--- src/rtl/z88_bus_pkg.sv ---
// Shared Z88 bus definitions: bus-master state encoding and Blink IO port map.
package z88_bus_pkg;

    typedef enum logic [2:0] {
        StIdle,
        StT1,
        StT2,
        StTw,
        StT3,
        StDone
    } bus_state_e;

    // Blink IO port numbers (low address byte of an IO cycle)
    localparam logic [7:0] PortCom = 8'hB0;
    localparam logic [7:0] PortInt = 8'hB1;
    localparam logic [7:0] PortTmk = 8'hB5;
    localparam logic [7:0] PortSr0 = 8'hD0;
    localparam logic [7:0] PortSr1 = 8'hD1;
    localparam logic [7:0] PortSr2 = 8'hD2;
    localparam logic [7:0] PortSr3 = 8'hD3;
    localparam logic [7:0] PortPb0 = 8'h70;
    localparam logic [7:0] PortPb1 = 8'h71;
    localparam logic [7:0] PortPb2 = 8'h72;
    localparam logic [7:0] PortPb3 = 8'h73;
    localparam logic [7:0] PortSbr = 8'h74;

endpackage

--- src/rtl/z80_tstate_timer.sv ---
// T-state divider: counts mck cycles 0..TS_DIV-1 while running, flags the last one.
module z80_tstate_timer #(
    parameter int unsigned TS_DIV = 3
) (
    input  logic clk,
    input  logic rst,
    input  logic run,
    output logic last
);

    localparam logic [3:0] CntLast = 4'(TS_DIV - 1);

    logic [3:0] cnt_q, cnt_d;

    assign last = run && (cnt_q == CntLast);

    always_comb begin
        cnt_d = cnt_q;
        if (!run || last) begin
            cnt_d = '0;
        end else begin
            cnt_d = cnt_q + 4'd1;
        end
    end

    always_ff @(posedge clk or posedge rst) begin
        if (rst) begin
            cnt_q <= '0;
        end else begin
            cnt_q <= cnt_d;
        end
    end

endmodule

--- src/rtl/z80_bus_master.sv ---
// Host-driven Z80 bus initiator: turns single mem/IO requests into T-state-timed
// cycles on the Blink bus pins while the CPU clock is stopped.
module z80_bus_master
    import z88_bus_pkg::*;
#(
    parameter int unsigned TS_DIV  = 3,
    parameter int unsigned IO_WAIT = 1
) (
    input  logic        mck,
    input  logic        rst,
    input  logic        req_valid,
    output logic        req_ready,
    input  logic        req_io,
    input  logic        req_wr,
    input  logic [15:0] req_addr,
    input  logic [7:0]  req_wdata,
    output logic        rsp_valid,
    output logic [7:0]  rsp_rdata,
    output logic [15:0] ca,
    output logic [7:0]  bd_o,
    output logic        bd_oe,
    input  logic [7:0]  bd_i,
    output logic        mrq_n,
    output logic        ior_n,
    output logic        crd_n,
    output logic        cm1_n,
    output logic        hlt_n
);

    localparam logic [1:0] WaitLast = 2'((IO_WAIT == 0) ? 0 : IO_WAIT - 1);

    bus_state_e  state_q, state_d;
    logic [1:0]  wait_q, wait_d;
    logic        io_q, wr_q;
    logic [15:0] addr_q;
    logic [7:0]  wdata_q, rdata_q;
    logic        accept, ts_run, ts_last, strobe;

    assign accept = req_valid && req_ready;
    assign ts_run = state_q inside {StT1, StT2, StTw, StT3};
    assign strobe = state_q inside {StT2, StTw, StT3};

    z80_tstate_timer #(
        .TS_DIV (TS_DIV)
    ) u_timer (
        .clk  (mck),
        .rst  (rst),
        .run  (ts_run),
        .last (ts_last)
    );

    always_comb begin
        state_d = state_q;
        wait_d  = wait_q;
        unique case (state_q)
            StIdle: if (accept) state_d = StT1;
            StT1:   if (ts_last) state_d = StT2;
            StT2: begin
                if (ts_last) begin
                    if (io_q && (IO_WAIT != 0)) begin
                        state_d = StTw;
                        wait_d  = '0;
                    end else begin
                        state_d = StT3;
                    end
                end
            end
            StTw: begin
                if (ts_last) begin
                    if (wait_q == WaitLast) begin
                        state_d = StT3;
                    end else begin
                        wait_d = wait_q + 2'd1;
                    end
                end
            end
            StT3:   if (ts_last) state_d = StDone;
            StDone: state_d = StIdle;
            default: state_d = StIdle;
        endcase
    end

    always_ff @(posedge mck or posedge rst) begin
        if (rst) begin
            state_q <= StIdle;
            wait_q  <= '0;
            io_q    <= 1'b0;
            wr_q    <= 1'b0;
            addr_q  <= '0;
            wdata_q <= '0;
            rdata_q <= '0;
        end else begin
            state_q <= state_d;
            wait_q  <= wait_d;
            if (accept) begin
                io_q    <= req_io;
                wr_q    <= req_wr;
                addr_q  <= req_addr;
                wdata_q <= req_wdata;
            end
            if ((state_q == StT3) && ts_last && !wr_q) begin
                rdata_q <= bd_i;
            end
        end
    end

    // Strobes decode from registered state only, so crd_n and the request strobe
    // change on the same edge and drop together on async reset.
    assign mrq_n     = !(strobe && !io_q);
    assign ior_n     = !(strobe && io_q);
    assign crd_n     = !(strobe && !wr_q);
    assign bd_oe     = ts_run && wr_q;
    assign bd_o      = wdata_q;
    assign ca        = addr_q;
    assign req_ready = (state_q == StIdle);
    assign rsp_valid = (state_q == StDone);
    assign rsp_rdata = rdata_q;
    assign cm1_n     = 1'b1;
    assign hlt_n     = 1'b1;

endmodule
--- config.mk ---
export PLATFORM = sky130hd
export DESIGN_NAME = z80_bus_master
export DESIGN_NICKNAME = d
export VERILOG_FILES = /design/src/rtl/z88_bus_pkg.sv /design/src/rtl/z80_tstate_timer.sv /design/src/rtl/z80_bus_master.sv
export SDC_FILE = /design/constraint.sdc
export NUM_CORES = 1
export LEC_CHECK = 0
export CORE_ASPECT_RATIO = 1.1
export CORE_MARGIN = 5
export CORE_UTILIZATION = 47
export CTS_BUF_LIST = sky130_fd_sc_hd__clkbuf_16
export DETAILED_ROUTE_END_ITERATION = 6
export PLACE_DENSITY = 0.95
export SYNTH_ARGS = -nofsm -noshare
export SYNTH_HDL_FRONTEND = slang
export SYNTH_SLANG_ARGS = --single-unit
--- constraint.sdc ---
create_clock -name mck -period 3.04 [get_ports mck]
set_clock_uncertainty 0.2 [all_clocks]
set_input_delay 0.608 -clock mck [delete_from_list [all_inputs] [get_ports mck]]
set_output_delay 0.608 -clock mck [all_outputs]
set_load 0.05 [all_outputs]
---- Yosys cells after proc, flatten, opt, wreduce, memory -nomap -nowiden ----
Cells that the tools add are included.
cells by class
  equal/unequal tests ..................... 14
  add/sub/neg operators ................... 2
  reduce and logical (&&, ||, !) cells .... 22
  multiplexer cells ....................... 14
operator list
  cell                   count
  $mux W3                7
  $pmux W3 S5            1
  $ne A2 B2 Y1 const B   6
  $logic_and A1 B1 Y1    8
  $mux W2                4
  $eq A3 B2 Y1 const B   2
  $eq A3 B3 Y1 const B   2
  $logic_not A1 Y1       6
  $reduce_and A6 Y1      1
  $reduce_and A5 Y1      1
  $add A4 B1 Y4 const B  1
  $eq A4 B2 Y1 const B   1
  $mux W4                1
  $ne A2 B1 Y1 const B   2
  $pmux W2 S2            1
  $reduce_bool A4 Y1     1
  $eq A3 B1 Y1 const B   1
  $logic_not A3 Y1       1
  $reduce_bool A3 Y1     1
  $add A2 B1 Y2 const B  1
  $logic_not A2 Y1       1
  $reduce_bool A2 Y1     1
  $logic_or A1 B1 Y1     1
word-level totals
  input port bits ......................... 37
  register bits after elaboration ......... 43

---- Logic depth before layout (Yosys ltp) ----
Gate-level depths: netlist of run 1.
  word-level depth ........................ 5
  gate-level depth with buffers ........... 6
  mapped depth without buffers ............ 5

---- Hierarchy ----
A second synthesis of run 1 with hierarchy kept.
second synthesis, totals
  cell total of the unflattened synthesis .. 138
  area total of the unflattened synthesis .. 1891.8 µm²
modules (own cells, without submodules)
  module            sequential area each (µm²)  instances  area an instance (µm²)  cells each
  z80_bus_master    975.9                       1          1677.9                  119
  z80_tstate_timer  100.1                       1          214.0                   19

---- Worst setup path before layout of run 1 ----
No wires, ideal clock.
  kind .................................... register -> output
  from .................................... register state_q[2]
  to ...................................... output rsp_valid
  arrival time ............................ 1368 ps
  cell stages (with the launch flop) ...... 4
  setup slack ............................. 864 ps
  required time ........................... 2232 ps
  cell sequence ........................... dfrtp_1 clkbuf_1 nand2_1 nor2_1
between the ends
  word-level cells in the longest chain between the ends .. 1
RTL lines
  what                    RTL line               RTL
  start, declared         z80_bus_master.sv:32   bus_state_e state_q, state_d;
  start signal, assigned  z80_bus_master.sv:85   state_q <= StIdle;
  start signal, assigned  z80_bus_master.sv:93   state_q <= state_d;
  $eq A3 B3 Y1            z80_bus_master.sv:116  assign rsp_valid = (state_q == StDone);
  end, declared           z80_bus_master.sv:17   output logic rsp_valid,
No other way between the ends.

---- Final worst setup path of run 1 ----
  from .................................... register state_q[2]
  to ...................................... output bd_oe
between the ends
  word-level cells in the longest chain between the ends .. 3
  elaborated cells between the ends (all ways) .. 6
  classes of those cells .................. eq/ne: 4; reduce/logical: 2
RTL lines
  what                                        RTL line               RTL
  $eq A3 B1 Y1, or another cell as far along  z80_bus_master.sv:40   assign ts_run = state_q inside {StT1, StT2, StTw, StT3};
  $reduce_bool A4 Y1 (*)                      z80_bus_master.sv:40
  $logic_and A1 B1 Y1 (*)                     z80_bus_master.sv:112  assign bd_oe = ts_run && wr_q;
  end, declared                               z80_bus_master.sv:21   output logic bd_oe,
Mark *: on every way between the ends. The rest lies on a longest branch, timed or not.

==> results of run 1 <==
## stage by stage
stage / cells / hold WS, ps / setup WS [ps]
2_1_floorplan: 145 / 251 / 864
3_3_place_gp: 266 / 276 / 346
3_5_place_dp: 266 / 283 / 295
4_1_cts: 272 / 305 / 46.3
5_1_grt: 272 / 326 / 18.5
6_report: 272 / 300 / 112
## path summary, 6_finish.rpt
path,startpoint,end,cells after the start
max in group asynchronous,rst,ca[9]$_DFFE_PP0P_,3
setup reg to reg,state_q[2]$_DFFE_PP0P_,ca[12]$_DFFE_PP0P_,4
hold / removal,u_timer.cnt_q[0]$_DFF_PP0_,u_timer.cnt_q[0]$_DFF_PP0_,1
setup / recovery,state_q[2]$_DFFE_PP0P_,bd_oe,3
hold reg to reg,u_timer.cnt_q[0]$_DFF_PP0_,u_timer.cnt_q[0]$_DFF_PP0_,1
min in group asynchronous,rst,rsp_rdata[1]$_DFFE_PP0P_,2
## cell families after synthesis
group,count (synthesis)
flops,43
buf+inv,13
simple gates,33
other cells,1
xor+xnor,2
mux,34
compound gates,15
fa+ha+maj,3
## sequential cells by signal (all words and copies together) (netlist names)
name           count
rsp_rdata          8
ca                16
bd_o               8
io_q               1
u_timer.cnt_q      4
state_q            3
wr_q               1
wait_q             2
## repair_timing
| action | CTS | global route |
|---|---|---|
| hold buffers | 0 | 0 |
| gates resized for setup | 2 | 1 |
| endpoints found under the setup margin | 2 | 1 |
| cloned | 0 | 0 |
| setup buffers | 0 | 0 |
## worst max-delay path: cells and delay by family (launching register included)
kind	cells	cell delay [ps]
flip-flops	1	510
AND/OR/NAND/NOR	2	630
buffers and inverters	1	700
## cell usage in the layout, fill, tap and decap left out, drive strengths merged, types with 3 or more instances in the layout
| master | Yosys | layout |
|---|---|---|
| nand2 | 4 | 4 |
| nor2b | 4 | 4 |
| dfrtp | 43 | 43 |
| mux2 | 34 | 34 |
| a21oi | 3 | 3 |
| nand3 | 3 | 3 |
| nor2 | 8 | 8 |
| inv | 5 | 4 |
| clkdlybuf4s50 | 0 | 71 |
| ha | 3 | 3 |
| clkbuf | 3 | 5 |
## layer usage
layer,global-route usage,share of wire
met5,0,0
met4,0.0775,0.020
met3,0.0397,0.055
met2,0.268,0.52
met1,0.202,0.41
## cell type report
| cell class | instances | area [sq um] | area share |
|---|---|---|---|
| Clock inverter | 1 | 7.51 | 0.00260 |
| Multi-Input combinational cell | 89 | 835 | 0.289 |
| Inverter | 5 | 18.8 | 0.00649 |
| Clock buffer | 5 | 125 | 0.0433 |
| Sequential cell | 43 | 1080 | 0.372 |
| Timing Repair Buffer | 75 | 761 | 0.263 |
| Tap cell | 54 | 67.6 | 0.0234 |
## report_power, final
group	total (mW)	switching (mW)	internal [mW]
clock	0.490	0.195	0.294
combinational	1.94	1.14	0.794
sequential	1.01	0.197	0.814
total	3.44	1.54	1.90
## Yosys cell counts, drive strengths merged (2+ instances only)
cell    count  area share
and2        2      0.0075
nand2       4      0.0075
clkbuf      3      0.0056
xnor2       2      0.0087
buf         5       0.037
dfrtp      43        0.53
inv         5      0.0093
nor2b       4       0.012
a21oi       3      0.0075
and3        2      0.0062
mux2       34        0.23
nor2        8       0.015
o21ai       2      0.0050
ha          3       0.019
or2         2      0.0062
or3         2      0.0087
a22o        2      0.0087
nand3       3      0.0075
==> summary.md, run 1 <==
Clock tree synthesis inserted a total of 5 buffers. The maximum number of pins on one net before global-route repair is 27. Based on the critical path, the design can be clocked at up to 341 MHz. After layout, the design draws a total of 3.44 mW. The worst hold path belongs to the class reg2reg. Counting flops and latches in the post-synthesis netlist gives 43. Overall via count from detail_route: 1357. For the total negative slack, the log shows 0 ps. The antenna diode count is 0, and the overall die height is 78.6 um.

After synthesis, the largest family of logic cells by area is multiplexers. STA classifies the critical path endpoint as an output pin. The mean area per synthesized cell was 14.0 sq um; the area of the die was 5690 sq um. After clock tree synthesis, the clock-pin slew on the worst setup and hold paths is 60 ps.

After detailed routing, the total wire length is 4.30 mm. Of all nets on the critical path, the largest fanout is 13. The first global-routing pass estimated 7.25 mm of wire.

The global-route usage over all layers came out at 0.164. In the final design database the tool counted 259 nets. For the worst-skew pair, the clock arrives at the later sink with an insertion delay of 280 ps. The flow ran to the end, and the final reports show no timing, DRC or antenna violations. The synthesis warning total was 0. TritonCTS built the clock tree.

The fraction of the cycle the final worst path needs is 0.963, and the starting density of the core is 0.476. The critical path's largest stage delay was 700 ps; the proportion of synthesized flip-flops having asynchronous set or reset was 1.00. Summed over all layers, the global routing overflow is 0. The detailed-route vias per instance was 4.99. The congestion estimate from routability-driven global placement came to 0.879. The number of filler cells placed in the layout came out at 311. The path type of the worst setup path was reg2out. The fraction of the core area covered by cells at the end of the flow was 0.684; the synthesized-area fraction occupied by xor and xnor cells was 0.00871. The residual antenna-violating net count after detailed routing is 0, and the fraction of layout cells with a size suffix above 1 is 0.229. The slowest library cell on the worst path is clkdlybuf4s50_1. The HPWL after detailed placement is 3.21 mm.

The core outline area came out at 4220 sq um. In this run the core area contains 25 standard-cell rows. The placed cell area was 2760 sq um; the share of synthesized area occupied by flip-flops and latches was 0.535. Summing every instance area after synthesis gives 2010 sq um.

The number of levels in the clock H-tree is 2, and the clock tree buffer depth is 2. The layout overhead on the synthesized area was 43.7%; the I/O pin total was 77. The average detailed-routed wire length per instance came out at 15.8 um. The logs give 0 for the number of antenna violations at the first check in global routing and 0 for the number of setup violations in the final report. The signal on the critical path passes through or3_4, and3_1, clkdlybuf4s50_1. The shortest period the worst path allows is 2930 ps. Number of DRC markers in iteration 0: 45.

At the pin with the least slew margin, the transition time is 791 ps. Tightest slew margin relative to the limit: 0.469. The count of final max-slew check failures was 0; the number of standard cells after synthesis was 144. The tools report the maximum vdd ir drop as 0.686 mV. Summed over all cells, the static leakage comes to 1.24 nW. The arithmetic-cell share of the synthesized area counting full adders, half adders and majority gates came out at 0.0187.

The power density over the cells is 1190 nW/um^2. The simple-gate portion of the synthesized area was 0.103. The run gives 4 as the count of TritonRoute iterations in the first routing pass.

The tools report the launching element type of the critical path as a register. For this run, design rule violations remaining after detail routing come to 0. For the flop-to-flop setup slack, the log shows 850 ps. Setup repair after global routing left no endpoint under its margin.

Among all flip-flop cells after synthesis, the most frequent one is dfrtp_1. Yosys mapped a number of flops with a built-in enable equal to 0. STA puts the critical path data required time at 2230 ps. The netlist uses 38 different library cells. Total non-filler cell area in the finished layout: 2890 sq um. The buffer cell driving the clock tree root was clkbuf_16.

The run gives 0 as the number of hold violations in the final report. The post-synthesis compound-gate area fraction is 0.0529, and the count of maximum capacitance violations is 0. The via count of the first global-routing pass was 1487; the die width was 72.4 um.

The share of synthesized area spent on multiplexers is 0.228. The tools report the clock sink total as 43. The arrival time of the worst setup path is 2120 ps, and the count of buffers inserted at the top-level ports is 74.
Note: power is estimated with default switching activity, not from simulation.
==> run 2: changes to the inputs <==
- CELL_PAD_IN_SITES_DETAIL_PLACEMENT: not set -> 1
- CELL_PAD_IN_SITES_GLOBAL_PLACEMENT: not set -> 1
- CORE_UTILIZATION: 47 -> 36
- SYNTH_HIERARCHICAL: not set -> 1
==> run 2 against run 1 <==
  * Routed wire length rose by 7.3%
  * Total power fell by 3.5%
  * Global-route usage fell by 1.9 points
  * Combinational power fell by 10%
  * Largest cell class unchanged
  * Maximum frequency rose by 7.6%
  * Largest power group unchanged
  * Die area rose by 20%
==> summary.md, run 2 <==
Number of nets in the layout: 256 (-1.2%). For this run, the leading register cell type out of synthesis is dfrtp_1. The overall die height came out at 86.0 um (+9.4%). The family with the most delay on the worst path was buffers and inverters.

The worst setup path is of the reg2out kind. The total length of routed wires was 4.62 mm (+7.3%); the layout overhead on the synthesized area was 50.5%. Fraction of power spent switching nets: 0.440 (-0.00683). The tools report the combinational fraction of design power as 0.524 (-0.039). The power density over the cells came out at 1170 nW/um^2 (-2.0%). In the layout the commonest cells are clkdlybuf4s50_1, dfrtp_1, mux2_2.

The slew at the pin with the worst max-slew slack was 540 ps (-251 ps). The portion of synthesized cell area occupied by the leading cell type is 0.569 (+0.0340). The sequential cell fraction of total power is 0.296 (+0.002). The tools report the total half-perimeter wirelength after legalization and detailed placement as 3.51 mm (+9.3%). The tools report the clock sink total as 43 (unchanged). The largest individual stage delay along the critical path comes from the cell clkdlybuf4s50_1. The count of TritonRoute iterations in the first routing pass is 2 (-2), and the total negative slack is 0 ps (unchanged). For the number of DRC markers in iteration 0, the log shows 30 (-33%). The final global-route overflow total was 0 (unchanged). The count of buffers inserted at the top-level ports was 74 (unchanged).

The buffer cell driving the clock tree root is clkbuf_16. The cell area after synthesis is 1890 sq um (-6.0%). The run gives 1331 (-1.9%) as the overall via count from detail_route.

The shortest period the worst path allows was 2720 ps (-207 ps); the average detailed-routed wire length per instance was 16.8 um (+6.1%). The synthesis warning total was 6 (+6); the count of final max-slew check failures was 0 (unchanged). The count of maximum capacitance violations came out at 0 (unchanged). STA classifies the critical path endpoint as an output pin.

Number of rows in the core area: 27 (+8.0%). The run gives 0.180 (+0.038) as the portion of total power attributed to the clock network. Path class of the lowest-slack min-delay path: reg2reg.

The number of setup violations in the final report was 0 (unchanged); the critical path's largest stage delay was 810 ps (+110 ps). The run finished with clean final reports. The first-pass GRT wire length is 7.62 mm (+5.1%). The fraction of layout cells with a size suffix above 1 works out to 0.244 (+0.0149). The mean area per synthesized cell works out to 13.7 sq um (-1.9%).

By instance count, the leading cell after synthesis is dfrtp_1. The worst-path maximum fanout is 11 (-2). The tools report the TritonCTS buffer count as 5 (unchanged).

The tools report the global-route usage over all layers as 0.145 (-0.0187). The run gives 1910 ps (-210 ps) as the arrival time of the worst setup path. Biggest area consumer among synthesized cells: dfrtp_1. Via count of the first global-routing pass: 1565 (+5.2%). The logs give 1.86 mW (-2.3%) for the design internal power and 0 (unchanged) for the residual antenna-violating net count after detailed routing. For the area of the die, the log shows 6810 sq um (+20%). The insertion delay of the later-clocked pin in the worst-skew pair is 280 ps (about the same). Setup repair after global routing left no endpoint under its margin.

The setup slack after placement is 414 ps (+119 ps), and the tightest slew margin relative to the limit is 0.639 (+0.170). Leaving out fill and tap cells, the most frequent cell in the layout is clkdlybuf4s50_1. The number of standard cells after synthesis was 138 (-4.2%). The clock-pin slew on the worst setup and hold paths is 60 ps (about the same), and the count of unique library cells instantiated by Yosys is 34 (-11%). Number of antenna violations at the first check in global routing: 0 (unchanged). Detailed-route vias per instance: 4.84 (-3.0%). The tools report the clock tree buffer depth as 2 (unchanged). Sorting the synthesized cells by area gives the leading types as dfrtp_1, mux2_2, ha_1, buf_6, inv_1. The smallest setup slack after layout was 318 ps (+207 ps).

The core outline area came out at 5070 sq um (+20%). The maximum vdd ir drop was 0.705 mV (+2.8%); the leakage power figure was 1.20 nW (-3.3%). The number of flip-flops under the largest register name was 16 (unchanged); the I/O pin total was 77 (unchanged). The maximum number of pins on one net before global-route repair came out at 40 (+48%).

The flip-flop and latch count after synthesis was 43 (unchanged); the switching power was 1.46 mW (-5.0%). The number of buffer and inverter stages on the critical path is 1 (unchanged), and the starting density of the core is 0.373 (-0.103). The logs give 0.810 (-7.8%) for the final estimated routing congestion in global placement and 0 (unchanged) for the antenna diode count.

The proportion of synthesized flip-flops having asynchronous set or reset works out to 1.00 (unchanged). TritonCTS built the clock tree. The data required time of the worst path was 2230 ps (about the same); the share of synthesized area occupied by flip-flops and latches was 0.569 (+0.0340). The signal on the critical path passes through nand2_1, nor2_1, clkdlybuf4s50_1. Counting instances in the post-synthesis netlist gives the leading cell types as dfrtp_1, mux2_2, inv_1.

The fraction of the cycle the final worst path needs came out at 0.895 (-0.0681). The tools report the number of levels in the clock H-tree as 2 (unchanged). The highest achievable clock rate came out at 367 MHz (+7.6%).

The die width came out at 79.1 um (+9.3%). The number of filler cells placed in the layout came out at 521 (+68%). The count of flip-flops with a built-in enable after synthesis is 0 (unchanged). STA classifies the critical path startpoint as a register. The logs give 0 (unchanged) for the DRC violation count after routing and 0 (unchanged) for the number of hold violations in the final report.
[run 2: stage by stage]
stage	std cells	utilization	power (mW)	hold WS, ps	area (sq um)
global placement	267	0.527	2.69	286	2670
CTS	275	0.560	3.38	303	2840
detailed placement	267	0.527	2.75	297	2670
global route	275	0.562	3.50	323	2850
floorplan	139	-	2.15	174	1900
finish	275	0.562	3.32	299	2850
[run 2: layer usage]
layer,part of all wire,global-route usage
met1,0.36,0.151
met2,0.53,0.264
met3,0.097,0.0662
met4,0.0078,0.0375
met5,0,0
[run 2: repair_timing]
item	CTS	global route
setup buffers	0	0
setup endpoints to repair	0	3
endpoints found under the hold margin	0	0
resized for setup	0	3
hold buffers	0	0
[run 2: area by class of cell]
cell class | instances | area [sq um] | share of cell area
timing repair buffer | 77 | 768 | 0.270
inverter | 7 | 26.3 | 0.00923
clock inverter | 3 | 43.8 | 0.0154
clock buffer | 5 | 125 | 0.0440
sequential | 43 | 1080 | 0.378
tap | 58 | 72.6 | 0.0255
multi-input combinational | 82 | 734 | 0.258
[run 2: final timing paths]
| kind | slack [ps] | depth (start not counted) | from | to |
|---|---|---|---|---|
| min in group asynchronous | 340 | 2 | rst | u_timer/cnt_q[0]$_DFF_PP0_ |
| min reg2reg | 300 | 1 | u_timer/cnt_q[0]$_DFF_PP0_ | u_timer/cnt_q[0]$_DFF_PP0_ |
| max reg2reg | 520 | 6 | state_q[0]$_DFFE_PP0P_ | rsp_rdata[2]$_DFFE_PP0P_ |
| min | 300 | 1 | u_timer/cnt_q[0]$_DFF_PP0_ | u_timer/cnt_q[0]$_DFF_PP0_ |
| max in group asynchronous | 1690 | 3 | rst | state_q[2]$_DFFE_PP0P_ |
| max | 320 | 3 | state_q[2]$_DFFE_PP0P_ | rsp_valid |
[run 2: power groups by stage]
stage / clock network [mW] / registers [mW] / logic, mW
after floorplan: 0 / 1.56 / 0.592
after global placement: 0 / 0.968 / 1.72
after detailed placement: 0 / 0.993 / 1.76
after CTS: 0.621 / 0.988 / 1.77
after global routing: 0.647 / 1.02 / 1.83
final: 0.599 / 0.981 / 1.74
[run 2: cells by family (layout without fill, tap and decap cells)]
family,Yosys count,count (layout),synth area share
XOR/XNOR,2,2,0.00926
AO/OA/AOI/OAI,12,12,0.0403
flip-flops,43,43,0.569
multiplexers,36,36,0.213
buffers and inverters,14,92,0.0450
adder cells (fa/ha/maj),3,3,0.0198
other,1,2,0.00198
AND/OR/NAND/NOR,27,27,0.102
